### src/rtl/cfi_pkg.sv
// cfi_pkg: shared types/constants for the CFI log sequencer (XLEN, states, commit log, exception)
package cfi_pkg;
  localparam int XLEN = 32;
  localparam logic [XLEN-1:0] CFI_FAULT_CAUSE = XLEN'(18);
  typedef enum logic [1:0] {IDLE, BUSY, FAULT, DRAIN} cfi_seq_state_e;
  typedef struct packed {
    logic [XLEN-1:0] pc;
    logic [XLEN-1:0] target;
    logic [2:0]      kind;
  } cfi_commit_log_t;
  typedef struct packed {
    logic [XLEN-1:0] cause;
    logic [XLEN-1:0] tval;
    logic            valid;
  } exception_t;
endpackage

### src/rtl/cfi_log_fifo.sv
// cfi_log_fifo: compacting multi-push single-pop log FIFO; ports clk/rst/flush, push_data/push_valid in, pop in, head/count/overflow out
module cfi_log_fifo
  import cfi_pkg::*;
#(
  parameter int NR    = 2,
  parameter int DEPTH = 8
) (
  input  logic                       clk,
  input  logic                       rst,
  input  logic                       flush,
  input  cfi_commit_log_t            push_data [NR],
  input  logic [NR-1:0]              push_valid,
  input  logic                       pop,
  output cfi_commit_log_t            head,
  output logic [$clog2(DEPTH):0]     count,
  output logic                       overflow
);
  localparam int PW = $clog2(DEPTH);
  localparam int CW = PW + 1;
  cfi_commit_log_t mem [DEPTH];
  logic [PW-1:0] wptr, rptr;
  logic [PW-1:0] slot [NR];
  logic [NR-1:0] acc;
  logic [CW-1:0] n, room;
  logic drop;
  assign room = CW'(DEPTH) - count;
  always_comb begin
    n = '0;
    drop = 1'b0;
    acc = '0;
    for (int i = 0; i < NR; i++) begin
      slot[i] = wptr + n[PW-1:0];
      acc[i] = push_valid[i] && (n < room);
      drop = drop | (push_valid[i] && (n >= room));
      n = n + CW'(acc[i]);
    end
  end
  always_ff @(posedge clk) begin
    if (rst || flush) begin
      wptr <= '0;
      rptr <= '0;
      count <= '0;
    end else begin
      wptr <= wptr + n[PW-1:0];
      rptr <= rptr + PW'(pop);
      count <= count + n - CW'(pop);
    end
  end
  always_ff @(posedge clk)
    for (int i = 0; i < NR; i++)
      if (acc[i] && !flush) mem[slot[i]] <= push_data[i];
  always_ff @(posedge clk) overflow <= rst ? 1'b0 : overflow | (drop & ~flush);
  assign head = (count != '0) ? mem[rptr] : '0;
endmodule

### src/rtl/cfi_log_sequencer.sv
// cfi_log_sequencer: buffers scanner logs and issues them one at a time to the CFI checker; log_i/log_valid_i in, chk_* handshake, wait_o/fault_o/overflow_o out
module cfi_log_sequencer
  import cfi_pkg::*;
#(
  parameter int NR_COMMIT_PORTS = 2,
  parameter int DEPTH           = 8
) (
  input  logic                       clk_i,
  input  logic                       rst_i,
  input  cfi_commit_log_t            log_i [NR_COMMIT_PORTS],
  input  logic [NR_COMMIT_PORTS-1:0] log_valid_i,
  input  logic                       flush_i,
  output logic                       chk_valid_o,
  output cfi_commit_log_t            chk_log_o,
  input  logic                       chk_ready_i,
  input  logic                       chk_resp_valid_i,
  input  logic                       chk_resp_fault_i,
  input  logic [XLEN-1:0]            chk_resp_tval_i,
  output logic                       wait_o,
  output exception_t                 fault_o,
  output logic                       overflow_o
);
  localparam int CW = $clog2(DEPTH) + 1;
  cfi_seq_state_e state_q, state_d;
  logic [XLEN-1:0] tval_q, tval_d;
  logic [CW-1:0] count;
  logic pop;
  assign pop = chk_valid_o & chk_ready_i;
  cfi_log_fifo #(.NR(NR_COMMIT_PORTS), .DEPTH(DEPTH)) u_fifo (
    .clk       (clk_i),
    .rst       (rst_i),
    .flush     (flush_i),
    .push_data (log_i),
    .push_valid(log_valid_i),
    .pop       (pop),
    .head      (chk_log_o),
    .count     (count),
    .overflow  (overflow_o)
  );
  always_comb begin
    state_d = state_q;
    tval_d = tval_q;
    case (state_q)
      IDLE:    state_d = pop ? BUSY : IDLE;
      BUSY: begin
        state_d = chk_resp_valid_i ? (chk_resp_fault_i ? FAULT : IDLE) : BUSY;
        tval_d = (chk_resp_valid_i && chk_resp_fault_i) ? chk_resp_tval_i : tval_q;
      end
      DRAIN:   state_d = chk_resp_valid_i ? IDLE : DRAIN;
      default: state_d = FAULT;
    endcase
    if (flush_i) state_d = (state_q == BUSY) ? DRAIN : IDLE;
  end
  always_ff @(posedge clk_i) begin
    if (rst_i) begin
      state_q <= IDLE;
      tval_q <= '0;
    end else begin
      state_q <= state_d;
      tval_q <= tval_d;
    end
  end
  assign chk_valid_o = (state_q == IDLE) && (count != '0);
  assign wait_o = ((CW'(DEPTH) - count) < CW'(NR_COMMIT_PORTS)) || (state_q == FAULT) || (state_q == DRAIN);
  assign fault_o = (state_q == FAULT) ? '{cause: CFI_FAULT_CAUSE, tval: tval_q, valid: 1'b1} : '0;
endmodule

### config.mk
export PLATFORM = sky130hd
export DESIGN_NAME = cfi_log_sequencer
export DESIGN_NICKNAME = d
export VERILOG_FILES = /design/src/rtl/cfi_pkg.sv /design/src/rtl/cfi_log_fifo.sv /design/src/rtl/cfi_log_sequencer.sv
export SDC_FILE = /design/constraint.sdc
export NUM_CORES = 1
export LEC_CHECK = 0
export CAP_MARGIN = 0
export CORE_UTILIZATION = 45
export CTS_BUF_LIST = sky130_fd_sc_hd__clkbuf_4 sky130_fd_sc_hd__clkbuf_8
export DETAILED_ROUTE_END_ITERATION = 10
export HOLD_SLACK_MARGIN = 0.1
export PLACE_DENSITY = 0.75
export SETUP_SLACK_MARGIN = 0.5
export SKIP_CTS_REPAIR_TIMING = 1
export SLEW_MARGIN = 15
export SYNTH_ARGS = -nofsm -noshare
export SYNTH_HDL_FRONTEND = slang
export SYNTH_SLANG_ARGS = --single-unit
### constraint.sdc
create_clock -name clk_i -period 13.74 [get_ports clk_i]
set_clock_uncertainty 0.15 [all_clocks]
set_input_delay 3.435 -clock clk_i [delete_from_list [all_inputs] [get_ports clk_i]]
set_output_delay 3.435 -clock clk_i [all_outputs]
set_load 0.01 [all_outputs]
==> summary.txt <==
Synth
  – Mux share of post-synthesis cell area: 0.340
  – Avg Cell Area, Syn: 16.6 sq um
  – Synthesized-area fraction occupied by and/or/nand/nor cells: 0.0352
  – Xor and xnor fraction of the mapped netlist area: 0.00234
  – Flops & latches, synth: 581
  – Proportion of synthesized flip-flops having asynchronous set or reset: 0
  – Dominant synthesized flop cell: sky130_fd_sc_hd__edfxtp_1
  – Number of cells produced by synthesis: 1801
  – Most area-consuming cells after synthesis: sky130_fd_sc_hd__edfxtp_1 (54%), sky130_fd_sc_hd__mux2_2 (11%), sky130_fd_sc_hd__mux4_2 (10%)
  – Largest family of logic cells by synthesized area: multiplexers
  – Post-synthesis instance area: 29900 sq um
  – Most used standard cells in the synthesized netlist: sky130_fd_sc_hd__edfxtp_1 (536), sky130_fd_sc_hd__mux2_2 (296), sky130_fd_sc_hd__mux4_2 (134)
  – Number of unique standard cell types used by synthesis: 46
  – Proportion of netlist area held by the largest area contributor: 0.538
  – Proportion of synthesized chip area in sequential cells: 0.568
  – Cell taking the most area after synthesis: sky130_fd_sc_hd__edfxtp_1
  – Most numerous cell in the Yosys netlist: sky130_fd_sc_hd__edfxtp_1
  – Count of flip-flops with a built-in enable after synthesis: 536
  – Post-synthesis adder-cell area fraction: 0.00653
  – Ys Warns: 0
  – Compound-cell area share of the yosys netlist: 0.0130

Clocking
  – H-tree depth: 3
  – Clock sinks: 581
  – TritonCTS buffer count: 98
  – Root buf cell: sky130_fd_sc_hd__clkbuf_8
  – TritonCTS clock tree: yes
  – Clock-pin slew of the registers on the worst-case setup and hold paths: 0.06 ns
  – Maximum clock path buffer count: 3
  – Worst-Skew Late Latency: 0.69 ns

Timing
  – Hold Worst Slack: 0.297 ns
  – RSZ-0062 raised after global routing: false
  – Fmax: 125 MHz
  – Worst slew slack as a fraction of its limit: 0.279
  – Final hold viol count: 0
  – Measured slew at the worst slew-check pin: 1.08 ns
  – Final setup fails: 0
  – Post-layout min period: 8.01 ns
  – Tcrit/Tclk final: 0.583
  – Setup tns final: 0 ns
  – Final number of max-transition violations: 0

Route
  – DRT iter0 DRCs: 1346
  – Post-route ant nets: 0
  – DR pass1 iterations: 5
  – Total Routed Length: 73.5 mm
  – Via Count: 17000
  – Average wire length per cell after detail routing: 24.3 um
  – Number of remaining DRC errors: 0
  – Vias per std cell: 5.62

Pwr
  – Worst-case vdd ir drop: 0.000174 V
  – Static leakage: 0.0119 uW
  – Power density relative to cell area: 159 nW/um^2

GRT
  – Aggregate global routing overflow: 0
  – Initial antenna violation count: 16
  – Number of global-route vias before repair: 18200
  – Aggregate global-route resource usage: 0.219
  – First-pass GRT wire length: 111 mm
  – Maximum number of pins on one net before global-route repair: 96

Setup path
  – Critical path cell sequence: buf_4, buf_4, mux4_2, mux2i_1, nor2_1, clkdlybuf4s50_1
  – Crit path max-delay family: buffers and inverters
  – Maximum cell stage delay along the critical path: 0.79 ns
  – Req. time, crit path: 10.15 ns
  – Element type at the critical path end: primary output
  – Total buffers and inverters traversed by the critical path: 3
  – Crit-path max FO: 52
  – Sort of element at the start of the critical path: flop
  – Worst path slowest cell: sky130_fd_sc_hd__buf_4
  – Critical path start-end classification: flop to primary output
  – Arrival time of data at the critical path endpoint: 4.43 ns
  – Crit path top cell by count: sky130_fd_sc_hd__buf_4

Floorplanning
  – Die outline area: 67500 sq um
  – Core Region: 65700 sq um
  – Initial standard-cell utilization of the core: 0.455
  – Horizontal die dimension: 260 um
  – Die height: 260 um
  – Boundary pin count: 309
  – Rows: 94

Finish
  – Fin util: 0.535
  – Layout cell share with drive strength beyond 1: 0.348
  – Final net count: 2273
  – Fin cells: 3030
  – Finished layout cell area: 35200 sq um
  – Synth-to-Final Area Change: 17.7%

Place
  – PortBufs: 278
  – Placement Cell Area: 33300 sq um
  – Number of cells in the design after placement: 2848
  – RD Place Congestion: 0.780
  – HPWL after DPL: 42.6 mm

Min path
  – Hold crit path type: flop to flop

Flow run
  – Max-cap viol count: 0

Outcome
  – Status: finished, final reports clean
cell type report:
type	instances	area, sq um
Sequential cell	581	17000
Multi-Input combinational cell	1084	12100
Clock buffer	134	1640
Timing Repair Buffer	307	3010
Tap cell	864	1080
Fill cell	5193	30600
Antenna cell	8	20.0
Clock inverter	40	246
Inverter	12	45.0
stage by stage:
| stage | power, uW | setup slack (ns) |
|---|---|---|
| 6_report | 5590 | 5.73 |
| 5_1_grt | 5840 | 5.63 |
| 4_1_cts | 5650 | 5.66 |
| 3_5_place_dp | 4140 | 5.60 |
| 3_3_place_gp | 4100 | 5.69 |
| 2_1_floorplan | 3400 | 3.41 |
report_power, final:
part / switching, uW / internal, uW / leakage (uW)
Combinational: 961 / 825 / 0.00569
Sequential: 70.8 / 2230 / 0.00524
Clock: 696 / 808 / 0.000998
Total: 1730 / 3860 / 0.0119
layout by cell type, fill, tap and decap left out, types with 3 or more instances in the layout:
master,instances
sky130_fd_sc_hd__nand2_1,68
sky130_fd_sc_hd__inv_1,12
sky130_fd_sc_hd__nand3_1,11
sky130_fd_sc_hd__mux4_2,134
sky130_fd_sc_hd__clkinvlp_4,4
sky130_fd_sc_hd__dfxtp_4,3
sky130_fd_sc_hd__clkinv_2,13
sky130_fd_sc_hd__conb_1,30
sky130_fd_sc_hd__mux2_4,108
sky130_fd_sc_hd__clkbuf_4,33
sky130_fd_sc_hd__nor2_1,78
sky130_fd_sc_hd__xor2_1,4
sky130_fd_sc_hd__o21ai_4,6
sky130_fd_sc_hd__nand2_4,8
sky130_fd_sc_hd__ha_1,14
sky130_fd_sc_hd__clkinv_1,19
sky130_fd_sc_hd__mux2_1,132
sky130_fd_sc_hd__clkbuf_8,101
sky130_fd_sc_hd__a21oi_1,39
sky130_fd_sc_hd__nor3b_1,4
sky130_fd_sc_hd__a21oi_4,6
sky130_fd_sc_hd__dfxtp_1,42
sky130_fd_sc_hd__xnor2_1,4
sky130_fd_sc_hd__diode_2,8
sky130_fd_sc_hd__edfxtp_1,536
sky130_fd_sc_hd__mux2i_1,72
sky130_fd_sc_hd__nor2b_1,4
sky130_fd_sc_hd__clkdlybuf4s50_1,278
sky130_fd_sc_hd__and2_1,39
sky130_fd_sc_hd__buf_4,28
sky130_fd_sc_hd__mux2_2,296
metal layers:
layer | part of all wire | GRT usage
met1 | 0.42 | 0.285
met2 | 0.50 | 0.369
met4 | 0.016 | 0.0624
met3 | 0.066 | 0.0448
met5 | 0.0017 | 0
flip-flops by register name (all words and copies together), names as in the netlist:
signal,count
tval_q,32
state_q,2
u_fifo.wptr,3
u_fifo.overflow,1
u_fifo.count,4
u_fifo.mem,536
u_fifo.rptr,3
path summary, 6_finish.rpt:
check                                                start                          end  slack, ns  depth (start not counted)
worst min-delay path                tval_q[0]$_SDFFE_PP0P_       tval_q[0]$_SDFFE_PP0P_       0.30                          2
worst max-delay path             u_fifo.rptr[1]$_SDFF_PP0_                chk_log_o[60]       5.73                          6
worst max register to register  u_fifo.count[0]$_SDFF_PP0_  u_fifo.mem[5][23]$_DFFE_PP_       8.06                         13
worst min register to register      tval_q[0]$_SDFFE_PP0P_       tval_q[0]$_SDFFE_PP0P_       0.30                          2
worst min-delay path, delay by kind of cell (launching register included):
kind            cells  cell delay (ns)
simple gates        1             0.05
flops               1             0.30
compound gates      1             0.05
logic make-up (layout without fill, tap and decap cells):
logic type | count (synthesis) | after routing
other cells | 1 | 38
xor+xnor | 8 | 8
fa+ha+maj | 15 | 15
buf+inv | 165 | 493
mux | 742 | 742
simple gates | 227 | 227
flops | 581 | 581
compound gates | 62 | 62
(Power assumes the default switching activity.)
